`config.mk`:
```
export PLATFORM = sky130hd
export DESIGN_NAME = hall_call_panel_flat
export DESIGN_NICKNAME = d
export VERILOG_FILES = /design/src/rtl/hall_call_panel_pkg.sv /design/src/rtl/hall_call_panel_if.sv /design/src/rtl/hall_call_channel.sv /design/src/rtl/hall_call_panel.sv /design/src/flat_wrapper.sv
export SDC_FILE = /design/constraint.sdc
export NUM_CORES = 1
export LEC_CHECK = 0
export ABC_AREA = 1
export CORE_MARGIN = 1
export CORE_UTILIZATION = 60
export DETAILED_ROUTE_END_ITERATION = 8
export PLACE_DENSITY_LB_ADDON = 0.12
export SLEW_MARGIN = 40
export SYNTH_ARGS = -nofsm -noshare
export SYNTH_HDL_FRONTEND = slang
export SYNTH_SLANG_ARGS = --single-unit
export TNS_END_PERCENT = 10
```
`constraint.sdc`:
```
create_clock -name clk -period 1.9 [get_ports clk]
set_clock_uncertainty 0.15 [all_clocks]
set_input_delay 0.38 -clock clk [delete_from_list [all_inputs] [get_ports clk]]
set_output_delay 0.38 -clock clk [all_outputs]
set_load 0.02 [all_outputs]
```
`src/rtl/hall_call_panel_pkg.sv`:
```
// Shared definitions for the hall call panel: per-channel state encoding
// and the default timing limits.
package hall_call_panel_pkg;

    typedef enum logic [2:0] {
        ST_IDLE,
        ST_DEBOUNCE,
        ST_REQUEST,
        ST_SERVED,
        ST_RELEASE
    } chan_state_e;

    localparam int DEBOUNCE_CYCLES_DEF = 4;
    localparam int ACK_TIMEOUT_DEF     = 64;

endpackage

```
`src/rtl/hall_call_panel_if.sv`:
```
// Hall panel bus: raw buttons and controller status in, call requests,
// lamps and error flags out. The panel itself uses the slave view.
interface hall_call_panel_if #(
    parameter int N_FLOORS = 12
);
    logic [N_FLOORS-1:0] up_btn;
    logic [N_FLOORS-1:0] dn_btn;
    logic [N_FLOORS-1:0] global_up_rqst_status;
    logic [N_FLOORS-1:0] global_dn_rqst_status;
    logic [N_FLOORS-1:0] up_rqst;
    logic [N_FLOORS-1:0] dn_rqst;
    logic [N_FLOORS-1:0] up_lamp;
    logic [N_FLOORS-1:0] dn_lamp;
    logic [N_FLOORS-1:0] ack_err;

    modport master (
        output up_btn, dn_btn, global_up_rqst_status, global_dn_rqst_status,
        input  up_rqst, dn_rqst, up_lamp, dn_lamp, ack_err
    );

    modport slave (
        input  up_btn, dn_btn, global_up_rqst_status, global_dn_rqst_status,
        output up_rqst, dn_rqst, up_lamp, dn_lamp, ack_err
    );
endinterface

```
`src/rtl/hall_call_channel.sv`:
```
// One hall button channel: 2-flop synchronizer, debounce, single request per
// press, acknowledge timeout with a sticky error bit.
module hall_call_channel
    import hall_call_panel_pkg::*;
#(
    parameter int DEBOUNCE_CYCLES = DEBOUNCE_CYCLES_DEF,
    parameter int ACK_TIMEOUT     = ACK_TIMEOUT_DEF
) (
    input  logic clk,
    input  logic reset,
    input  logic btn_i,
    input  logic status_i,
    output logic rqst_o,
    output logic lamp_o,
    output logic err_o
);
    localparam int DB_W = $clog2(DEBOUNCE_CYCLES) + 1;
    localparam int WT_W = $clog2(ACK_TIMEOUT) + 1;
    localparam logic [DB_W-1:0] DB_LAST  = DB_W'(DEBOUNCE_CYCLES - 1);
    localparam logic [WT_W-1:0] WT_LIMIT = WT_W'(ACK_TIMEOUT);

    logic [1:0]      sync_q;
    logic            btn_s;
    chan_state_e     state_q, state_d;
    logic [DB_W-1:0] db_cnt_q, db_cnt_d;
    logic [WT_W-1:0] wait_cnt_q, wait_cnt_d;
    logic            rqst_q, rqst_d;
    logic            lamp_q, lamp_d;
    logic            err_q, err_d;

    assign btn_s = sync_q[1];

    // NOTE: the synchronizer is reset with everything else so a held button
    // after reset has to re-qualify from scratch.
    always_ff @(posedge clk or negedge reset) begin
        if (!reset) begin
            sync_q     <= '0;
            state_q    <= ST_IDLE;
            db_cnt_q   <= '0;
            wait_cnt_q <= '0;
            rqst_q     <= 1'b0;
            lamp_q     <= 1'b0;
            err_q      <= 1'b0;
        end else begin
            // NOTE: non-blocking so every flop samples pre-edge values.
            sync_q     <= {sync_q[0], btn_i};
            state_q    <= state_d;
            db_cnt_q   <= db_cnt_d;
            wait_cnt_q <= wait_cnt_d;
            rqst_q     <= rqst_d;
            lamp_q     <= lamp_d;
            err_q      <= err_d;
        end
    end

    always_comb begin
        // NOTE: hold-value defaults first so no branch infers a latch.
        state_d    = state_q;
        db_cnt_d   = db_cnt_q;
        wait_cnt_d = wait_cnt_q;
        case (state_q)
            ST_IDLE: begin
                if (btn_s) begin
                    state_d  = ST_DEBOUNCE;
                    db_cnt_d = '0;
                end
            end
            ST_DEBOUNCE: begin
                if (!btn_s) begin
                    state_d = ST_IDLE;
                end else if (db_cnt_q == DB_LAST) begin
                    state_d    = status_i ? ST_SERVED : ST_REQUEST;
                    wait_cnt_d = '0;
                end else begin
                    db_cnt_d = db_cnt_q + DB_W'(1);
                end
            end
            ST_REQUEST: begin
                if (status_i) begin
                    state_d = ST_SERVED;
                end else if (wait_cnt_q != WT_LIMIT) begin
                    wait_cnt_d = wait_cnt_q + WT_W'(1);
                end
            end
            ST_SERVED: begin
                if (!status_i) begin
                    state_d = btn_s ? ST_RELEASE : ST_IDLE;
                end
            end
            ST_RELEASE: begin
                if (!btn_s) begin
                    state_d = ST_IDLE;
                end
            end
            default: state_d = ST_IDLE;
        endcase
    end

    // Outputs are registered from the next state so rqst and lamp rise on the
    // same edge that qualifies the press.
    always_comb begin
        rqst_d = (state_d == ST_REQUEST);
        lamp_d = status_i | rqst_d;
        err_d  = err_q | ((state_q == ST_REQUEST) && (wait_cnt_d == WT_LIMIT));
    end

    assign rqst_o = rqst_q;
    assign lamp_o = lamp_q;
    assign err_o  = err_q;

endmodule

```
`src/rtl/hall_call_panel.sv`:
```
// Hall call panel: one channel per existing button; the top floor has no up
// call and the bottom floor no down call.
module hall_call_panel
    import hall_call_panel_pkg::*;
#(
    parameter int N_FLOORS        = 12,
    parameter int DEBOUNCE_CYCLES = DEBOUNCE_CYCLES_DEF,
    parameter int ACK_TIMEOUT     = ACK_TIMEOUT_DEF
) (
    input logic              clk,
    input logic              reset,
    hall_call_panel_if.slave bus
);
    logic [N_FLOORS-1:0] up_rqst_w, up_lamp_w, up_err_w;
    logic [N_FLOORS-1:0] dn_rqst_w, dn_lamp_w, dn_err_w;
    logic                unused_tieoff;

    for (genvar f = 0; f < N_FLOORS; f++) begin : g_floor
        if (f < N_FLOORS - 1) begin : g_up
            hall_call_channel #(
                .DEBOUNCE_CYCLES(DEBOUNCE_CYCLES),
                .ACK_TIMEOUT    (ACK_TIMEOUT)
            ) u_up (
                .clk     (clk),
                .reset   (reset),
                .btn_i   (bus.up_btn[f]),
                .status_i(bus.global_up_rqst_status[f]),
                .rqst_o  (up_rqst_w[f]),
                .lamp_o  (up_lamp_w[f]),
                .err_o   (up_err_w[f])
            );
        end else begin : g_up_none
            assign up_rqst_w[f] = 1'b0;
            assign up_lamp_w[f] = 1'b0;
            assign up_err_w[f]  = 1'b0;
        end

        if (f > 0) begin : g_dn
            hall_call_channel #(
                .DEBOUNCE_CYCLES(DEBOUNCE_CYCLES),
                .ACK_TIMEOUT    (ACK_TIMEOUT)
            ) u_dn (
                .clk     (clk),
                .reset   (reset),
                .btn_i   (bus.dn_btn[f]),
                .status_i(bus.global_dn_rqst_status[f]),
                .rqst_o  (dn_rqst_w[f]),
                .lamp_o  (dn_lamp_w[f]),
                .err_o   (dn_err_w[f])
            );
        end else begin : g_dn_none
            assign dn_rqst_w[f] = 1'b0;
            assign dn_lamp_w[f] = 1'b0;
            assign dn_err_w[f]  = 1'b0;
        end
    end

    // Inputs of the two missing channels are deliberately ignored.
    assign unused_tieoff = ^{bus.up_btn[N_FLOORS-1], bus.global_up_rqst_status[N_FLOORS-1],
                             bus.dn_btn[0], bus.global_dn_rqst_status[0]};

    assign bus.up_rqst = up_rqst_w;
    assign bus.dn_rqst = dn_rqst_w;
    assign bus.up_lamp = up_lamp_w;
    assign bus.dn_lamp = dn_lamp_w;
    assign bus.ack_err = up_err_w | dn_err_w;

endmodule

```
`src/flat_wrapper.sv`:
```
// flat-port wrapper written by rule: the top's interface ports become plain ports
module hall_call_panel_flat import hall_call_panel_pkg::*;
#(
    parameter int N_FLOORS        = 12,
    parameter int DEBOUNCE_CYCLES = DEBOUNCE_CYCLES_DEF,
    parameter int ACK_TIMEOUT     = ACK_TIMEOUT_DEF
)
  (clk, reset, bus_up_btn, bus_dn_btn, bus_global_up_rqst_status, bus_global_dn_rqst_status, bus_up_rqst, bus_dn_rqst, bus_up_lamp, bus_dn_lamp, bus_ack_err);
  hall_call_panel_if #(.N_FLOORS(N_FLOORS)) bus_i ();
  input logic clk;
  input logic reset;
  input wire logic [$bits(bus_i.up_btn)-1:0] bus_up_btn;
  input wire logic [$bits(bus_i.dn_btn)-1:0] bus_dn_btn;
  input wire logic [$bits(bus_i.global_up_rqst_status)-1:0] bus_global_up_rqst_status;
  input wire logic [$bits(bus_i.global_dn_rqst_status)-1:0] bus_global_dn_rqst_status;
  output wire logic [$bits(bus_i.up_rqst)-1:0] bus_up_rqst;
  output wire logic [$bits(bus_i.dn_rqst)-1:0] bus_dn_rqst;
  output wire logic [$bits(bus_i.up_lamp)-1:0] bus_up_lamp;
  output wire logic [$bits(bus_i.dn_lamp)-1:0] bus_dn_lamp;
  output wire logic [$bits(bus_i.ack_err)-1:0] bus_ack_err;
  assign bus_i.up_btn = bus_up_btn;
  assign bus_i.dn_btn = bus_dn_btn;
  assign bus_i.global_up_rqst_status = bus_global_up_rqst_status;
  assign bus_i.global_dn_rqst_status = bus_global_dn_rqst_status;
  assign bus_up_rqst = bus_i.up_rqst;
  assign bus_dn_rqst = bus_i.dn_rqst;
  assign bus_up_lamp = bus_i.up_lamp;
  assign bus_dn_lamp = bus_i.dn_lamp;
  assign bus_ack_err = bus_i.ack_err;
  hall_call_panel #(.N_FLOORS(N_FLOORS), .DEBOUNCE_CYCLES(DEBOUNCE_CYCLES), .ACK_TIMEOUT(ACK_TIMEOUT)) u_core (.clk(clk), .reset(reset), .bus(bus_i));
endmodule
```
# ---- Word-level counts from Yosys, hierarchy flattened
# Cells that the tools add are included.
dict set report word_totals {
  reg_bits 396
  input_bits 50
  wordCells 969
}
dict set report classes {
  n_addsub 44
  eq_ne 242
  muxes 396
  bitwise 45
  n_reduce_logical 88
}
# operator count
set ops {}
lappend ops {{3-bit 2-to-1 mux} 220}
lappend ops {{7-bit 2-to-1 mux} 88}
lappend ops {{3-bit case mux with 5 select lines} 22}
lappend ops {{7-bit case mux with 2 select lines} 22}
lappend ops {{3-bit by 2-bit equality test with 1-bit output (second input constant)} 88}
lappend ops {{7-bit by 1-bit adder with 7-bit output (second input constant)} 22}
lappend ops {{7-bit equality test (second input constant)} 22}
lappend ops {{7-bit inequality test (second input constant)} 22}
lappend ops {{2-bit inequality test (second input constant)} 66}
lappend ops {{3-bit case mux with 2 select lines} 22}
lappend ops {{4-bit AND reduction} 22}
lappend ops {{3-bit by 1-bit adder with 3-bit output (second input constant)} 22}
lappend ops {{3-bit by 1-bit equality test with 1-bit output (second input constant)} 22}
lappend ops {{3-bit equality test (second input constant)} 22}
lappend ops {{3-bit logical NOT} 22}
lappend ops {{1-bit OR} 44}
lappend ops {{2-bit nonzero test} 22}
lappend ops {{1-bit logical AND} 22}
lappend ops {{1-bit 2-to-1 mux} 22}
lappend ops {{11-bit by 12-bit OR with 12-bit output} 1}

# ---- Longest topological paths before layout
# Gate-level depths: netlist of the first run.
dict set report depth {
  word_depth 7
  depth_mapped 13
  depth_no_buf 13
}

# ---- Hierarchy
# From an unflattened synthesis of the first run, not the netlist that was laid out.
dict set report hier_totals {
  cells_unflattened 2763
  area_unflattened_um2 21378.0
}
# mod n_inst cells_each area_per_inst_um2 seq_area_each_um2
set modules_own_cells {}
lappend modules_own_cells {{hall_call_channel at u_core.g_floor[10].g_dn.u_dn ...} 15 124 950.9 450.4}
lappend modules_own_cells {{hall_call_channel at u_core.g_floor[8].g_dn.u_dn ...} 4 120 980.9 450.4}
lappend modules_own_cells {{hall_call_channel at u_core.g_floor[0].g_up.u_up} 1 127 1023.5 450.4}
lappend modules_own_cells {{hall_call_channel at u_core.g_floor[7].g_up.u_up} 1 132 1007.2 450.4}
lappend modules_own_cells {{hall_call_channel at u_core.g_floor[7].g_dn.u_dn} 1 127 998.5 450.4}
lappend modules_own_cells {hall_call_panel 1 37 161.4 0.0}

# ---- Worst setup path after synthesis of the first run
# Ideal clock, no wire load.
dict set report synth_timing {
  path_type {register to register}
  from {register u_core.g_floor[7].g_dn.u_dn.db_cnt_q[0]}
  to {register u_core.g_floor[7].g_dn.u_dn.err_q}
  setup_time_ns 0.117
  t_arrival_ns 1.507
  setup_slack_ns 0.126
  stages_incl_launch_ff 11
  path_buffers 0
  synth_period_minus_slack_ns 1.774
  path_cell_list {dfrtp_1 -> ha_1 -> ha_1 -> nand2_1 -> inv_1 -> o21ai_2 -> inv_1 -> o21ai_0 -> nor2_1 -> nand3_1 -> nand2_1}
}
dict set report synth_between {
  elab_chain_cells 7
}
# item line
set synth_rtl {}
lappend synth_rtl {{start: declaration} hall_call_channel.sv:25} ;# logic [DB_W-1:0] db_cnt_q, db_cnt_d;
lappend synth_rtl {{start signal: assignment} hall_call_channel.sv:48} ;# db_cnt_q <= db_cnt_d;
lappend synth_rtl {{3-bit by 2-bit equality test with 1-bit output} hall_call_channel.sv:71} ;# end else if (db_cnt_q == DB_LAST) begin
lappend synth_rtl {{7-bit 2-to-1 mux} hall_call_channel.sv:71}
lappend synth_rtl {{7-bit 2-to-1 mux} hall_call_channel.sv:69} ;# if (!btn_s) begin
lappend synth_rtl {{7-bit case mux with 2 select lines} hall_call_channel.sv:61} ;# case (state_q)
lappend synth_rtl {{via u_core.g_floor[7].g_dn.u_dn.wait_cnt_d[0]} hall_call_channel.sv:26} ;# logic [WT_W-1:0] wait_cnt_q, wait_cnt_d;
lappend synth_rtl {{7-bit equality test} hall_call_channel.sv:104} ;# err_d = err_q | ((state_q == ST_REQUEST) && (wait_cnt_d == WT_LIMIT));
lappend synth_rtl {{1-bit logical AND} hall_call_channel.sv:104}
lappend synth_rtl {{1-bit OR} hall_call_channel.sv:104}
lappend synth_rtl {{via u_core.g_floor[7].g_dn.u_dn.err_d} hall_call_channel.sv:29} ;# logic err_q, err_d;
lappend synth_rtl {{end signal: assignment} hall_call_channel.sv:52} ;# err_q <= err_d;
lappend synth_rtl {{end: declaration} hall_call_channel.sv:29}
# The timed path passes the listed nets, and every way through them passes these cells.
# A chain may end at the register's enable or synchronous reset.

# ---- Worst setup path after layout of the first run
dict set report layout_timing {
  from {register u_core.g_floor[2].g_dn.u_dn.db_cnt_q[0]}
  to {register u_core.g_floor[2].g_dn.u_dn.err_q}
}
dict set report layout_between {
  elab_chain_cells 7
}
# item line
set layout_rtl {}
lappend layout_rtl {{start: declaration} hall_call_channel.sv:25}
lappend layout_rtl {{start signal: assignment} hall_call_channel.sv:48}
lappend layout_rtl {{3-bit by 2-bit equality test with 1-bit output} hall_call_channel.sv:71}
lappend layout_rtl {{7-bit 2-to-1 mux} hall_call_channel.sv:71}
lappend layout_rtl {{7-bit 2-to-1 mux} hall_call_channel.sv:69}
lappend layout_rtl {{7-bit case mux with 2 select lines} hall_call_channel.sv:61}
lappend layout_rtl {{via u_core.g_floor[2].g_dn.u_dn.wait_cnt_d[0]} hall_call_channel.sv:26}
lappend layout_rtl {{7-bit equality test} hall_call_channel.sv:104}
lappend layout_rtl {{1-bit logical AND} hall_call_channel.sv:104}
lappend layout_rtl {{1-bit OR} hall_call_channel.sv:104}
lappend layout_rtl {{via u_core.g_floor[2].g_dn.u_dn.err_d} hall_call_channel.sv:29}
lappend layout_rtl {{end signal: assignment} hall_call_channel.sv:52}
lappend layout_rtl {{end: declaration} hall_call_channel.sv:29}
# The timed path passes the listed nets, and every way through them passes these cells.

==> results of run 1 <==
-- cell usage after synthesis (14+ instances only) --
cell        n
o21bai_1   20
inv_1     418
a211oi_1   14
o22ai_1    15
ha_1       88
nand3_1   305
inv_2      18
dfrtp_1   396
o21ai_1    15
o21ai_0   174
nand4_1    83
buf_4      51
nor2_1    263
nor3_4     14
nor3_1     19
a21oi_1    61
nand2_1   620
nand3b_1   27
-- worst paths after layout --
| check | start | end | slack, ns |
|---|---|---|---|
| setup / recovery | u_core.g_floor[2].g_dn.u_dn.db_cnt_q[0] | u_core.g_floor[2].g_dn.u_dn.err_o | -0.004 |
| hold / removal | bus_up_btn[5] | u_core.g_floor[5].g_up.u_up.sync_q[0] | 0.10 |
| setup reg to reg | u_core.g_floor[2].g_dn.u_dn.db_cnt_q[0] | u_core.g_floor[2].g_dn.u_dn.err_o | -0.004 |
| hold reg to reg | u_core.g_floor[5].g_up.u_up.sync_q[0] | u_core.g_floor[5].g_up.u_up.sync_q[1] | 0.20 |
| max in group asynchronous | reset | u_core.g_floor[5].g_up.u_up.state_q[1] | 0.76 |
| min in group asynchronous | reset | u_core.g_floor[9].g_dn.u_dn.db_cnt_q[1] | 0.12 |
-- cell families (layout without fill, tap and decap cells) --
kind of cell	after synthesis	count (layout)
adder cells (fa/ha/maj)	88	88
flip-flops	396	396
XOR/XNOR	8	8
other	1	4
AO/OA/AOI/OAI	341	341
buffers and inverters	521	808
AND/OR/NAND/NOR	1356	1356
-- layout make-up --
type	count	area [um^2]
clock buffers	66	1340
clock inverters	10	175
fillers	2650	9300
inverters	449	1690
multi-input cells	1797	9380
flip-flops and latches	396	9910
well taps	455	569
repair buffers	283	2360
-- critical path, delay by kind of cell, from the launching register on --
family        cells  cell delay (ns)
flops             1             0.41
simple gates      8             0.77
fa+ha+maj         2             0.45
-- registers in the layout, indices dropped and copies added, names as in the netlist --
| signal | flops |
|---|---|
| u_core.g_floor.g_up.u_up.db_cnt_q | 33 |
| u_core.g_floor.g_up.u_up.wait_cnt_q | 77 |
| u_core.g_floor.g_up.u_up.state_q | 33 |
| u_core.g_floor.g_up.u_up.err_o | 11 |
| u_core.g_floor.g_dn.u_dn.rqst_o | 11 |
| u_core.g_floor.g_dn.u_dn.db_cnt_q | 33 |
| u_core.g_floor.g_up.u_up.lamp_o | 11 |
| u_core.g_floor.g_up.u_up.sync_q | 22 |
| u_core.g_floor.g_dn.u_dn.sync_q | 22 |
| u_core.g_floor.g_dn.u_dn.state_q | 33 |
| u_core.g_floor.g_dn.u_dn.wait_cnt_q | 77 |
| u_core.g_floor.g_up.u_up.rqst_o | 11 |
| u_core.g_floor.g_dn.u_dn.err_o | 11 |
| u_core.g_floor.g_dn.u_dn.lamp_o | 11 |
-- repair_timing --
action                     4_1_cts  5_1_grt
hold endpoints to repair       325        0
setup buffers                    0        9
pin swaps                        0       27
hold buffers                     1        0
setup endpoints to repair       61       38
gates resized for setup         91       75
-- where the power goes --
part | internal (mW) | switching, mW | total (mW)
Sequential | 11.0 | 2.69 | 13.7
Combinational | 4.94 | 7.19 | 12.1
Clock | 5.49 | 3.35 | 8.84
Total | 21.4 | 13.2 | 34.6
-- metal layers --
metal	wire [um]	global-route usage [%]	share of wire (%)	vias up
li1	-	-	-	9295
met1	20400	32.7	45	8664
met2	22500	44.6	49	406
met3	1790	3.35	3.9	79
met4	969	9.20	2.1	0
met5	0	0	0	-
-- metrics by stage --
stage          power [mW]  area [um^2]  setup WS (ns)  cells  util [%]
2_1_floorplan        21.7        21300          0.126   2714         -
3_3_place_gp         24.8        23700         -0.227   3370      68.4
3_5_place_dp         25.5        23700         -0.267   3370      68.4
4_1_cts              34.5        25200        -0.0474   3447      72.5
5_1_grt              37.4        25400         -0.130   3456      73.2
6_report             34.6        25400       -0.00387   3456      73.2
==> impl_metrics.json, run 1 <==
{
  "cp_max_fo": 4,
  "r2r_cells": 10,
  "overflow": 0,
  "cp_slowest_cell": "dfrtp_1",
  "violations": "setup timing",
  "finalHoldViolCount": 0,
  "grt_usage_pct": 25.6,
  "gp_congestion": 0.902,
  "diodes": 0,
  "clock_latency_ns": 0.56,
  "htree_levels": 2,
  "p_per_area_nw_per_um2": 1360,
  "min_path_cells": 1,
  "yosys.area_share.simple_pct": 28.5,
  "drive_above_1_share_pct": 12.3,
  "grt_pass1_wl_um": 78100,
  "cp-start-kind": "flop",
  "worstPathCellList": "ha_1 > ha_1 > nand4_1 > nand2_4 > nand2_1 > nor2_1 > nor2_1 > nor2_1 > nand3_1 > nand2_1",
  "maxCapViolations": 0,
  "async_flop_share_pct": 100,
  "synth_top_area_share_pct": 46.5,
  "worstSetupEndpointType": "flop",
  "synth_seq_cells": 396,
  "start_util_pct": 61.4,
  "fmax_ghz": 0.525,
  "worst_pin_slew_ns": 0.466,
  "critical_path_class": "reg -> reg",
  "cts_tree": "yes",
  "synthCells": 2711,
  "yosysSeqAreaShare_pct": 46.5,
  "yosysTopAreaCell": "dfrtp_1",
  "p_leak_nw": 12.9,
  "muxShareOfSynthArea_pct": 0,
  "synth_cell_type_count": 44,
  "synth_edf_count": 0,
  "synth_xor_area_share_pct": 0.329,
  "core-area_um2": 34700,
  "relSlewSlack_pct": 68.2,
  "fin_ws_ns": -0.00387,
  "fp.dieH_um": 190,
  "synth_top_flop_cell": "dfrtp_1",
  "ant_nets": 0,
  "clock_sinks": 396,
  "holdWs_ns": 0.103,
  "crit_top_cell": "nor2_1",
  "status": "complete, but fails checks",
  "ys_warn_count": 0,
  "final_cell_mix": "nand2_1 (611), inv_1 (409), dfrtp_1 (395)",
  "synth_top_family_by_area": "simple AND/OR/NAND/NOR gates",
  "peakVddDrop_v": 0.000946,
  "vias": 18400,
  "grt_pass1_vias": 18100,
  "setup_viol_count_final": 1,
  "post-route-drc-count": 0,
  "min_period_ns": 1.90,
  "synth_fa_ha_area_share_pct": 5.17,
  "crit_required_ns": 2.19,
  "drt-wirelength-per-cell_um": 13.2,
  "syn_to_final_growth_pct": 19.3,
  "antenna_found_initial": 0,
  "synth_area_leaders": "dfrtp_1 (47%), nand2_1 (11%), inv_1 (7.4%), nand3_1 (7.2%), ha_1 (5.2%)",
  "viasPerCell": 5.34,
  "dieArea_um2": 36300,
  "grt_start_max_net_pins": 76,
  "ioPinCount": 110,
  "row_count": 68,
  "rsz0062_at_grt": "yes",
  "clkTransAtPathRegs_ns": 0.06,
  "firstDrtPassIters": 6,
  "numCtsBuffers": 43,
  "synth_area_um2": 21300,
  "port_buffers": 101,
  "avgSynthCellArea_um2": 7.86,
  "hpwl_um": 32700,
  "synth-compound-area-share_pct": 9.00,
  "max_stage_delay_ns": 0.41,
  "period_share_pct": 100,
  "die-width_um": 190,
  "drt_iter0_markers": 1050,
  "drt_wl_total_um": 45700,
  "finalMaxSlewViolations": 0,
  "final_nets": 3108,
  "cp.arrival_ns": 2.19,
  "root_buffer": "clkbuf_16",
  "final_common_cell": "nand2_1",
  "clock_path_buffers": 3,
  "timing.setup.tns_ns": -0.00387,
  "hp-class": "in -> reg"
}
No activity file was read; power rests on OpenSTA's default activity.
==> run 2, diff against run 1 <==
Settings changed: CORE_MARGIN 1 to 1.5.
==> run 2 against run 1 <==
  * The run now ends clean
  * Wire length up 0.70%
  * Sequential share of layout area down 0.15 points
  * Global-route usage hardly changed
  * Count of clock-buffer cells in the layout decreased by 7
  * Power up 0.11%
  * Hold slack gained 0.0013 ns
  * Register-to-register slack is essentially flat
  * Critical path type unchanged
==> impl_metrics.json, run 2 (same netlist as run 1, synthesis figures left out) <==
{
  "hp-class": "in -> reg",
  "min-delay-start": "bus_up_btn[4]",
  "min_path_cells": 1,
  "finalHoldViolCount": 0,
  "final_common_cell": "nand2_1",
  "htree_levels": 2,
  "grt_pass1_vias": 18300,
  "critical_path_class": "reg -> reg",
  "grt_usage_pct": 25.6,
  "cp_max_fo": 8,
  "cts_tree": "yes",
  "fp.dieH_um": 191,
  "die-width_um": 191,
  "worstPathCellList": "ha_1 > ha_1 > nand3_2 > nand2_1 > o21ai_0 > inv_1 > nor2_1 > nand2_1 > nand2_1",
  "rsz0062_at_grt": "yes",
  "clock_path_buffers": 3,
  "largestRegisters": "u_core.g_floor.g_up.u_up.wait_cnt_q (77), u_core.g_floor.g_dn.u_dn.wait_cnt_q (77)",
  "maxCapViolations": 0,
  "diodes": 0,
  "grt_start_max_net_pins": 58,
  "drt_iter0_markers": 926,
  "start_util_pct": 61.4,
  "drt_wl_total_um": 46000,
  "post-route-drc-count": 0,
  "gp_congestion": 0.886,
  "viasPerCell": 5.37,
  "ant_nets": 0,
  "clkTransAtPathRegs_ns": 0.06,
  "nFillCells": 2660,
  "reg2reg_from": "u_core.g_floor[8].g_up.u_up.db_cnt_q[0]",
  "hpwl_um": 33000,
  "drt-wirelength-per-cell_um": 13.3,
  "p_leak_nw": 12.9,
  "post-place-ws_ns": -0.295,
  "overflow": 0,
  "power.total_mw": 34.7,
  "cp-start-kind": "flop",
  "crit_start": "u_core.g_floor[8].g_up.u_up.db_cnt_q[0]",
  "port_buffers": 101,
  "p_per_area_nw_per_um2": 1360,
  "firstDrtPassIters": 6,
  "drive_above_1_share_pct": 13.0,
  "peakVddDrop_v": 0.00131,
  "finalMaxSlewViolations": 0,
  "crit_required_ns": 2.24,
  "numCtsBuffers": 42,
  "max_stage_delay_ns": 0.39,
  "min_period_ns": 1.90,
  "utilization_pct": 73.5,
  "ioPinCount": 110,
  "r2r_cells": 9,
  "row_count": 68,
  "vias": 18600,
  "status": "completed",
  "cp_slowest_cell": "dfrtp_1",
  "root_buffer": "clkbuf_16",
  "core-area_um2": 34700,
  "dieArea_um2": 36700,
  "holdWs_ns": 0.104,
  "crit_top_cell": "nand2_1",
  "fin_ws_ns": 0.00297,
  "clock_latency_ns": 0.57,
  "clock_sinks": 396,
  "final_nets": 3117,
  "fmax_ghz": 0.527,
  "final_cell_mix": "nand2_1 (619), inv_1 (411), dfrtp_1 (394)",
  "period_share_pct": 99.8,
  "setup_viol_count_final": 0,
  "antenna_found_initial": 0,
  "worstSetupEndpointType": "flop",
  "syn_to_final_growth_pct": 19.8,
  "grt_pass1_wl_um": 78500,
  "cp.arrival_ns": 2.24
}
==> run 2: worst max-delay path, delay by kind of cell (launching register included) <==
kind | cells | cell delay (ns)
buffers and inverters | 1 | 0.07
AO/OA/AOI/OAI | 1 | 0.27
flip-flops | 1 | 0.39
adder cells (fa/ha/maj) | 2 | 0.43
AND/OR/NAND/NOR | 5 | 0.52
==> run 2: layer usage <==
layer  global-route usage [%]  vias up  part of all wire (%)
met2                     45.9      381                    50
met1                     31.2     8815                    43
met3                     3.98       94                   4.2
met4                     8.83        0                   2.5
li1                         -     9314                     -
met5                        0        -                     0
==> run 2: cell type report <==
| type | instances | area [um^2] | share of cell area (%) |
|---|---|---|---|
| Clock buffer | 59 | 1240 | 4.84 |
| Clock inverter | 16 | 219 | 0.858 |
| Inverter | 449 | 1690 | 6.60 |
| Multi-Input combinational cell | 1797 | 9450 | 37.0 |
| Sequential cell | 396 | 9910 | 38.8 |
| Tap cell | 455 | 569 | 2.23 |
| Timing Repair Buffer | 293 | 2450 | 9.59 |
==> run 2: power breakdown <==
| part | total (mW) | leakage (nW) | internal [mW] | switching [mW] |
|---|---|---|---|---|
| Sequential | 13.7 | 4.98 | 11.0 | 2.72 |
| Clock | 8.58 | 0.720 | 5.22 | 3.36 |
| Combinational | 12.4 | 7.24 | 5.12 | 7.28 |
| Total | 34.7 | 12.9 | 21.3 | 13.4 |
==> run 2: final timing paths <==
| check | end | slack [ns] |
|---|---|---|
| worst max-delay path | u_core.g_floor[8].g_up.u_up.err_o | 0.003 |
| max in group asynchronous | u_core.g_floor[5].g_dn.u_dn.state_q[0] | 0.75 |
| worst min register to register | u_core.g_floor[11].g_dn.u_dn.sync_q[1] | 0.19 |
| worst min-delay path | u_core.g_floor[4].g_up.u_up.sync_q[0] | 0.10 |
| min in group asynchronous | u_core.g_floor[9].g_dn.u_dn.db_cnt_q[2] | 0.15 |
| worst max register to register | u_core.g_floor[8].g_up.u_up.err_o | 0.003 |
==> run 2: per-stage QoR <==
step	instance area (um^2)	setup TNS, ns	std cells
6_report	25500	0	3465
5_1_grt	25500	-1.14	3465
4_1_cts	25100	-0.0539	3446
3_5_place_dp	23700	-9.53	3370
3_3_place_gp	23700	-5.70	3370
2_1_floorplan	21300	0	2714
==> run 2: repair_timing <==
item,in CTS,in global routing
hold buffers,1,0
setup buffers,0,19
gates resized for setup,94,79
pin swaps,2,28
endpoints found under the hold margin,287,0
setup endpoints to repair,62,38
